`src/rtl/seq_divider.sv`:
```
// seq_divider: sequential restoring divider, one quotient bit per clock.
//
// Divides a 2W-bit dividend by a W-bit divisor, producing a 2W-bit quotient
// and a W-bit remainder. It is the inverse of the combinational array
// multipliers, so (x*y)/y must return x with remainder 0.
//
// Ports:
//   clk          in   1    rising-edge clock
//   rst_n        in   1    asynchronous active-low reset
//   in_valid     in   1    operand pair presented
//   in_ready     out  1    high only in IDLE
//   dividend     in   2W   numerator
//   divisor      in   W    denominator
//   out_valid    out  1    high only in DONE, result held until out_ready
//   out_ready    in   1    consumer accepts the result
//   quotient     out  2W   dividend / divisor (all ones on divide-by-zero)
//   remainder    out  W    dividend mod divisor (dividend[W-1:0] on divide-by-zero)
//   div_by_zero  out  1    divisor was 0 for this result
//
// Optional feature, macro SEQ_DIVIDER_SIGNED_EN: two's-complement operands.
// The array divides magnitudes with the same latency. The quotient is negated
// when the operand signs differ, and the remainder takes the dividend's sign.
// The quotient is truncated to 2W bits, so -2^(2W-1) / -1 wraps.
module seq_divider #(
   parameter int W = 4
) (
   input  logic             clk,
   input  logic             rst_n,
   input  logic             in_valid,
   output logic             in_ready,
   input  logic [2*W-1:0]   dividend,
   input  logic [W-1:0]     divisor,
   output logic             out_valid,
   input  logic             out_ready,
   output logic [2*W-1:0]   quotient,
   output logic [W-1:0]     remainder,
   output logic             div_by_zero
);

   localparam int DW = 2 * W;
   localparam int CW = $clog2(DW);

   typedef enum logic [1:0] {
      IDLE = 2'd0,
      CALC = 2'd1,
      DONE = 2'd2
   } state_t;

   state_t        state_q, state_d;
   logic [CW-1:0] cnt_q, cnt_d;
   // The partial remainder stays below the divisor after every step, so W bits
   // hold it. Only the shifted value needs the extra (W+1)th bit.
   logic [W-1:0]  prem_q, prem_d;
   // The dividend shifts out at the top while quotient bits shift in at the
   // bottom. After 2W steps, this register holds the quotient.
   logic [DW-1:0] sr_q, sr_d;
   logic [W-1:0]  dvs_q, dvs_d;
   logic [DW-1:0] quot_q, quot_d;
   logic [W-1:0]  rem_q, rem_d;
   logic          dbz_q, dbz_d;

   logic [W:0]    prem_sh;
   logic [W:0]    trial;
   logic          qbit;
   logic [W-1:0]  prem_next;
   logic [DW-1:0] sr_next;
   logic [DW-1:0] op_dividend;
   logic [W-1:0]  op_divisor;
   logic [DW-1:0] quot_fin;
   logic [W-1:0]  rem_fin;

`ifdef SEQ_DIVIDER_SIGNED_EN
   logic qneg_q, qneg_d;
   logic rneg_q, rneg_d;

   // Magnitude of a negative value. -2^(N-1) maps to 2^(N-1), which still
   // fits when it is read as unsigned.
   function automatic logic [DW-1:0] abs_dw(input logic [DW-1:0] v);
      return v[DW-1] ? -v : v;
   endfunction

   function automatic logic [W-1:0] abs_w(input logic [W-1:0] v);
      return v[W-1] ? -v : v;
   endfunction
`endif

   always_comb begin
      state_d     = state_q;
      cnt_d       = cnt_q;
      prem_d      = prem_q;
      sr_d        = sr_q;
      dvs_d       = dvs_q;
      quot_d      = quot_q;
      rem_d       = rem_q;
      dbz_d       = dbz_q;
      op_dividend = dividend;
      op_divisor  = divisor;
`ifdef SEQ_DIVIDER_SIGNED_EN
      qneg_d      = qneg_q;
      rneg_d      = rneg_q;
      op_dividend = abs_dw(dividend);
      op_divisor  = abs_w(divisor);
`endif

      // One restoring step. The trial is negative exactly when the shifted
      // remainder is below the divisor. In that case the shifted value is kept.
      prem_sh   = {prem_q, sr_q[DW-1]};
      trial     = prem_sh - {1'b0, dvs_q};
      qbit      = ~trial[W];
      prem_next = qbit ? trial[W-1:0] : prem_sh[W-1:0];
      sr_next   = {sr_q[DW-2:0], qbit};

      quot_fin  = sr_next;
      rem_fin   = prem_next;
`ifdef SEQ_DIVIDER_SIGNED_EN
      if (qneg_q) quot_fin = -sr_next;
      if (rneg_q) rem_fin  = -prem_next;
`endif

      case (state_q)
         IDLE: begin
            if (in_valid) begin
               if (divisor == '0) begin
                  state_d = DONE;
                  quot_d  = '1;
                  rem_d   = dividend[W-1:0];
                  dbz_d   = 1'b1;
               end else begin
                  state_d = CALC;
                  prem_d  = '0;
                  sr_d    = op_dividend;
                  dvs_d   = op_divisor;
                  cnt_d   = CW'(DW - 1);
                  dbz_d   = 1'b0;
`ifdef SEQ_DIVIDER_SIGNED_EN
                  qneg_d  = dividend[DW-1] ^ divisor[W-1];
                  rneg_d  = dividend[DW-1];
`endif
               end
            end
         end
         CALC: begin
            prem_d = prem_next;
            sr_d   = sr_next;
            cnt_d  = cnt_q - CW'(1);
            if (cnt_q == '0) begin
               state_d = DONE;
               quot_d  = quot_fin;
               rem_d   = rem_fin;
            end
         end
         DONE: begin
            // Release only. The next operand waits for IDLE.
            if (out_ready) state_d = IDLE;
         end
         default: state_d = IDLE;
      endcase
   end

   always_ff @(posedge clk or negedge rst_n) begin
      if (!rst_n) begin
         state_q <= IDLE;
         cnt_q   <= '0;
         prem_q  <= '0;
         sr_q    <= '0;
         dvs_q   <= '0;
         quot_q  <= '0;
         rem_q   <= '0;
         dbz_q   <= 1'b0;
`ifdef SEQ_DIVIDER_SIGNED_EN
         qneg_q  <= 1'b0;
         rneg_q  <= 1'b0;
`endif
      end else begin
         state_q <= state_d;
         cnt_q   <= cnt_d;
         prem_q  <= prem_d;
         sr_q    <= sr_d;
         dvs_q   <= dvs_d;
         quot_q  <= quot_d;
         rem_q   <= rem_d;
         dbz_q   <= dbz_d;
`ifdef SEQ_DIVIDER_SIGNED_EN
         qneg_q  <= qneg_d;
         rneg_q  <= rneg_d;
`endif
      end
   end

   assign in_ready    = (state_q == IDLE);
   assign out_valid   = (state_q == DONE);
   assign quotient    = quot_q;
   assign remainder   = rem_q;
   assign div_by_zero = dbz_q;

endmodule

```
`config.mk`:
```
export PLATFORM = sky130hd
export DESIGN_NAME = seq_divider
export DESIGN_NICKNAME = d
export VERILOG_FILES = /design/src/rtl/seq_divider.sv
export SDC_FILE = /design/constraint.sdc
export NUM_CORES = 1
export LEC_CHECK = 0
export BUFFER_PORTS_ARGS = -buffer_cell sky130_fd_sc_hd__buf_2
export CAP_MARGIN = 20
export CORE_AREA = 2 2 89 74
export DETAILED_ROUTE_END_ITERATION = 6
export DIE_AREA = 0 0 91 76
export GPL_TIMING_DRIVEN = 1
export PLACE_DENSITY = 0.59
export SKIP_CTS_REPAIR_TIMING = 1
export SLEW_MARGIN = 20
export SYNTH_ARGS = -nofsm -noshare
export SYNTH_HDL_FRONTEND = slang
export SYNTH_SLANG_ARGS = --single-unit
```
`constraint.sdc`:
```
create_clock -name clk -period 2.8 [get_ports clk]
set_input_delay 0.42 -clock clk [delete_from_list [all_inputs] [get_ports clk]]
set_output_delay 0.42 -clock clk [all_outputs]
set_load 0.01 [all_outputs]
```
==> impl_metrics.env, run 1 <==
export IMPL_r2r_cells=8
export IMPL_worst_ep_required_time_ps=2960
export IMPL_die_h_microns=76
export IMPL_internal_power_w=0.00152
export IMPL_fill_cells=674
export IMPL_antenna_found_initial=0
export IMPL_met2_usage_pct=15.4
export IMPL_ant_nets=0
export IMPL_clock_sinks=34
export IMPL_drc=0
export IMPL_crit_chain="inv_1 > ha_1 > fa_1 > nand2b_1 > o2bb2ai_2 > and4b_1 > a311oi_1 > a31oi_1"
export IMPL_clockBufferDepth=2
export IMPL_yosysWarnings=0
export IMPL_grt_max_degree=35
export IMPL_nNetsFinal=245
export IMPL_pwr_share_seq_pct=34.7
export IMPL_cp_max_fo=10
export IMPL_final_cell_mix="36 x nand2_1, 34 x dfrtp_1, 30 x buf_2, 25 x nor2_1, 15 x o21ai_0"
export IMPL_syn_to_final_growth_pct=17.6
export IMPL_clock_skew_ps=7.74
export IMPL_first_pass_iters=4
export IMPL_grt_pass1_vias=1291
export IMPL_synth_top_family_by_area="simple AND/OR/NAND/NOR gates"
export IMPL_synthSimpleGateAreaFrac_pct=22.8
export IMPL_gp_congestion=0.812
export IMPL_slowest_stage="fa_1"
export IMPL_drv_cap=0
export IMPL_fin_tns_setup_ps=0
export IMPL_synth_distinct_cells=37
export IMPL_crit_arrival_ps=2400
export IMPL_vias=1413
export IMPL_first_iter_violations=81
export IMPL_post_route_min_period_ps=2240
export IMPL_clockPowerShare_pct=14.3
export IMPL_critical_path_class="register to register"
export IMPL_htree_levels=2
export IMPL_r2r_start="sr_q[7]"
export IMPL_yosysSeqAreaShare_pct=48.2
export IMPL_r2r_end="remainder[0]"
export IMPL_root_buffer="clkbuf_8"
export IMPL_hold_violations=0
export IMPL_ys_ff_latch=34
export IMPL_fin_crit_sh_pct=79.9
export IMPL_grtUsageMet1_pct=19.0
export IMPL_dieArea_sq_um=6920
export IMPL_synth_compound_area_share_pct=15.2
export IMPL_row_count=26
export IMPL_p_sw_w=0.00115
export IMPL_clk_pin_slew_ps=70
export IMPL_dieWidth_microns=91
export IMPL_ios=31
export IMPL_muxShareOfSynthArea_pct=1.84
export IMPL_report_final_slew_viol_count=0
export IMPL_multi_input_area_sq_um=826
export IMPL_grtUsageTotal_pct=12.0
export IMPL_hpwl_microns=2840
export IMPL_finalSetupViolCount=0
export IMPL_top_usage_layer="met1"
export IMPL_synthAdderAreaFrac_pct=5.39
export IMPL_holdWs_ps=193
export IMPL_synthXorXnorAreaFrac_pct=1.49
export IMPL_status="finished clean"
export IMPL_register_area_sq_um=851
export IMPL_io_buffers=30
export IMPL_overflow=0
export IMPL_rsz0062_at_grt="false"
export IMPL_cpPeakStageDelay_ps=390
export IMPL_synth_nets=214
export IMPL_routedWlPerCell_microns=12.5
export IMPL_powerDensity_nw_per_um2=1290
export IMPL_power_frac_comb_pct=51.0
export IMPL_synthCells=191
export IMPL_initial_core_util_pct=28.9
export IMPL_cts_tree="done"
export IMPL_syn_area_per_cell_sq_um=9.24
export IMPL_r2r_setup_slack_ps=560
export IMPL_numCtsBuffers=5
export IMPL_worst_pin_slew_ps=751
export IMPL_routed_wl_microns=3850
export IMPL_drive_gt1_share_pct=22.0
export IMPL_core_area_sq_um=6120
export IMPL_ir_worst_vdd_mv=0.482
export IMPL_vias_per_cell=4.60
export IMPL_synth_area_sq_um=1770
export IMPL_grtUsageMet3_pct=3.46
export IMPL_p_leak_nw=0.984
export IMPL_max_slew_margin_pct=49.9
export IMPL_crit_path_start_kind="register"
export IMPL_grt_pass1_wl_microns=6650
export IMPL_final_common_cell="nand2_1"
export IMPL_n_antenna_cell=0
export IMPL_max_freq_mhz=447
export IMPL_p_sw_share_pct=43.2
export IMPL_cp_end_kind="register"
export IMPL_hold_class="primary input to asynchronous set/reset pin"
export IMPL_insertion_delay_ps=290
## power by group through the flow
| stage | logic (W) | registers, W | clock network (W) |
|---|---|---|---|
| 6_report | 0.00136 | 0.000926 | 0.000380 |
| 3_5_place_dp | 0.00138 | 0.000936 | 0 |
| 4_1_cts | 0.00138 | 0.000929 | 0.000393 |
| 5_1_grt | 0.00156 | 0.000963 | 0.000420 |
| 2_1_floorplan | 0.00106 | 0.000911 | 0 |
| 3_3_place_gp | 0.00135 | 0.000933 | 0 |
## metrics by stage
stage	setup WS [ps]	cells	area, sq um	power [W]	util (%)
final	562	307	2080	0.00267	33.9
after detailed placement	563	299	1980	0.00232	32.4
after global placement	616	299	1980	0.00228	32.4
after CTS	555	307	2080	0.00270	33.9
after global routing	387	307	2080	0.00294	33.9
after floorplan	734	191	1770	0.00197	-
## logic make-up (layout without fill, tap and decap cells)
group                    after synthesis  count (layout)
XOR/XNOR                               3               3
AND/OR/NAND/NOR                       85              85
adder cells (fa/ha/maj)                7               7
multiplexers                           3               3
AO/OA/AOI/OAI                         42              42
buffers and inverters                 17              49
flip-flops                            34              34
## routing by layer
layer	vias up	routed length, microns
met5	-	0
met4	0	37
met3	5	169
met2	33	1510
met1	658	2140
li1	717	-
## layout make-up
type                            instances  area share, %
Tap cell                               84           5.06
Timing Repair Buffer                   32           7.96
Clock inverter                          2          0.603
Clock buffer                            6           3.98
Sequential cell                        34           41.0
Multi-Input combinational cell        140           39.8
Inverter                                9           1.63
## registers in the layout, summed over array words and instances (netlist names)
name / count
quotient: 8
sr_q: 8
dvs_q: 4
prem_q: 4
remainder: 4
cnt_q: 3
state_q: 2
div_by_zero: 1
## how the worst max path moves through the flow
stage,depth (start not counted),to,from,slack (ps)
final,8,remainder[0],sr_q[7],560
after detailed placement,8,remainder[0],sr_q[7],560
after floorplan,8,remainder[1],sr_q[7],730
after global routing,8,remainder[0],sr_q[7],390
after CTS,8,remainder[0],sr_q[7],560
after global placement,8,remainder[0],sr_q[7],620
## cell usage after synthesis
| cell type | number | area, sq um |
|---|---|---|
| nand2_1 | 36 | 135 |
| buf_4 | 2 | 15.0 |
| a311oi_1 | 2 | 17.5 |
| o21ai_0 | 15 | 75.1 |
| fa_1 | 1 | 20.0 |
| a41oi_1 | 1 | 8.76 |
| xnor2_1 | 2 | 17.5 |
| o2bb2ai_2 | 1 | 15.0 |
| nor2b_4 | 1 | 13.8 |
| nand3_1 | 6 | 30.0 |
| nor3_1 | 2 | 10.0 |
| o21ai_1 | 2 | 10.0 |
| nor2_2 | 1 | 6.26 |
| nor2_1 | 25 | 93.8 |
| and4b_1 | 3 | 30.0 |
| o22a_1 | 1 | 8.76 |
| nor4_2 | 1 | 12.5 |
| or3_1 | 3 | 18.8 |
| mux2_2 | 2 | 22.5 |
| nand2b_1 | 4 | 25.0 |
| dfrtp_1 | 34 | 851 |
| o31ai_1 | 1 | 7.51 |
| a21oi_1 | 5 | 25.0 |
| mux2i_1 | 1 | 10.0 |
| clkbuf_1 | 2 | 7.51 |
| and2b_2 | 1 | 8.76 |
| buf_6 | 2 | 22.5 |
| nand3b_1 | 1 | 7.51 |
| a32oi_1 | 1 | 8.76 |
| ha_1 | 6 | 75.1 |
| o41ai_2 | 1 | 16.3 |
| a31oi_1 | 11 | 68.8 |
| xor2_1 | 1 | 8.76 |
| nor2_4 | 1 | 11.3 |
| inv_1 | 9 | 33.8 |
| buf_2 | 2 | 10.0 |
| o211ai_1 | 1 | 7.51 |
## worst max-delay path: cells and delay by family, from the launching register on
family	cells	cell delay [ps]
flip-flops	1	370
AND/OR/NAND/NOR	2	410
adder cells (fa/ha/maj)	2	610
AO/OA/AOI/OAI	3	660
buffers and inverters	1	60
Power figures use the tool's default switching activity.
==> run 2: changes to the inputs <==
PLACE_DENSITY = 0.61   (was 0.59)
clock period = 2 ns   (was 2.8 ns; I/O delays follow)
==> run 2 against run 1 <==
Against the previous run:
- die area unchanged
- sequential share of layout area decreased by 3.6 points
- setup slack got worse by 550 ps
- routed wire length increased by 11%
- count of clock-buffer cells in the layout decreased by 1
- highest routed layer unchanged
- clock power increased by 110%
- worst hold slack got worse by 120 ps
==> impl_metrics.env, run 2 (synthesis results as in run 1) <==
export IMPL_grt_max_degree=35
export IMPL_slowest_stage="dfrtp_1"
export IMPL_r2r_start="dvs_q[0]"
export IMPL_ant_nets=0
export IMPL_first_pass_iters=4
export IMPL_worst_ep_required_time_ps=2200
export IMPL_routedWlPerCell_microns=13.5
export IMPL_crit_path_start_kind="register"
export IMPL_die_h_microns=76
export IMPL_ir_worst_vdd_mv=0.637
export IMPL_insertion_delay_ps=290
export IMPL_numCtsBuffers=5
export IMPL_hold_class="primary input to asynchronous set/reset pin"
export IMPL_fin_ws_ps=9.08
export IMPL_crit_arrival_ps=2190
export IMPL_row_count=26
export IMPL_r2r_cells=8
export IMPL_gp_congestion=0.817
export IMPL_htree_levels=2
export IMPL_status="finished clean"
export IMPL_initial_core_util_pct=28.9
export IMPL_rsz0062_at_grt="true"
export IMPL_powerDensity_nw_per_um2=2020
export IMPL_drv_cap=0
export IMPL_cp_common_cell="nand2b_4"
export IMPL_fill_cells=661
export IMPL_clk_pin_slew_ps=80
export IMPL_max_freq_mhz=502
export IMPL_hold_violations=0
export IMPL_cp_max_fo=8
export IMPL_first_iter_violations=85
export IMPL_critical_path_class="register to register"
export IMPL_crit_chain="ha_4 > fa_2 > nand2b_4 > o2bb2ai_4 > xnor2_1 > buf_4 > nand2b_4 > o211ai_1"
export IMPL_hpwl_microns=3090
export IMPL_final_cell_mix="36 x nand2_1, 34 x dfrtp_1, 30 x buf_2, 25 x nor2_1, 15 x o21ai_0"
export IMPL_final_common_cell="nand2_1"
export IMPL_drc=0
export IMPL_dieWidth_microns=91
export IMPL_max_slew_margin_pct=49.1
export IMPL_vias=1493
export IMPL_r2r_setup_slack_ps=9
export IMPL_post_route_min_period_ps=1990
export IMPL_report_final_slew_viol_count=0
export IMPL_clock_sinks=34
export IMPL_grtUsageTotal_pct=13.2
export IMPL_fin_crit_sh_pct=99.5
export IMPL_worst_pin_slew_ps=764
export IMPL_post_route_util_pct=37.2
export IMPL_n_antenna_cell=0
export IMPL_dieArea_sq_um=6920
export IMPL_core_area_sq_um=6120
export IMPL_cpPeakStageDelay_ps=420
export IMPL_root_buffer="clkbuf_8"
export IMPL_syn_to_final_growth_pct=28.9
export IMPL_antenna_found_initial=0
export IMPL_io_buffers=30
export IMPL_clockBufferDepth=2
export IMPL_holdWs_ps=68.6
export IMPL_r2r_end="prem_q[3]"
export IMPL_grt_pass1_wl_microns=7250
export IMPL_p_leak_nw=1.08
export IMPL_ios=31
export IMPL_routed_wl_microns=4280
export IMPL_nNetsFinal=256
export IMPL_dp_slack_ps=-85.9
export IMPL_stdcell_count=318
export IMPL_drive_gt1_share_pct=29.9
export IMPL_vias_per_cell=4.69
export IMPL_clock_skew_ps=9.78
export IMPL_grt_pass1_vias=1479
export IMPL_overflow=0
export IMPL_placedCellCount=309
export IMPL_cp_end_kind="register"
export IMPL_finalSetupViolCount=0
export IMPL_cts_tree="done"
## run 2: metrics by stage
stage                     setup TNS, ps  power [W]  instance area (sq um)
after global placement                0    0.00359                   2090
after global routing               -325    0.00501                   2280
after detailed placement           -273    0.00368                   2090
after floorplan                       0    0.00290                   1800
after CTS                          -336    0.00447                   2230
final                                 0    0.00461                   2280
## run 2: area by class of cell
type	instances	area, sq um	share of cell area (%)
Inverter	9	33.8	1.48
Tap cell	84	105	4.62
Sequential cell	34	851	37.4
Multi-Input combinational cell	140	901	39.6
Clock inverter	3	68.8	3.02
Clock buffer	5	68.8	3.02
Timing Repair Buffer	43	248	10.9
## run 2: critical path, delay by kind of cell (launching register included)
kind | cells | cell delay (ps)
flops | 1 | 420
simple gates | 2 | 290
buf+inv | 1 | 160
xor+xnor | 1 | 140
compound gates | 2 | 360
fa+ha+maj | 2 | 540
## run 2: worst max path at each step
stage / start / end / slack [ps] / cells past startpoint
after floorplan: sr_q[7] / remainder[1] / 20 / 8
after global placement: sr_q[7] / remainder[1] / 20 / 8
after detailed placement: sr_q[7] / remainder[1] / -90 / 8
after CTS: sr_q[7] / remainder[1] / -100 / 8
after global routing: dvs_q[0] / remainder[1] / -80 / 7
final: dvs_q[0] / prem_q[3] / 9 / 8
## run 2: routing by layer
metal / vias up / wire [microns] / track usage [%] / share of wire, %
met1: 708 / 2230 / 19.8 / 52
met4: 0 / 8 / 1.82 / 0.19
li1: 742 / - / - / -
met3: 2 / 229 / 4.06 / 5.3
met2: 41 / 1810 / 19.3 / 42
met5: - / 0 / 0 / 0
## run 2: power by group
group	switching [W]	internal [W]	leakage (nW)
Clock	0.000285	0.000500	0.0683
Combinational	0.00131	0.00121	0.605
Sequential	0.000268	0.00103	0.405
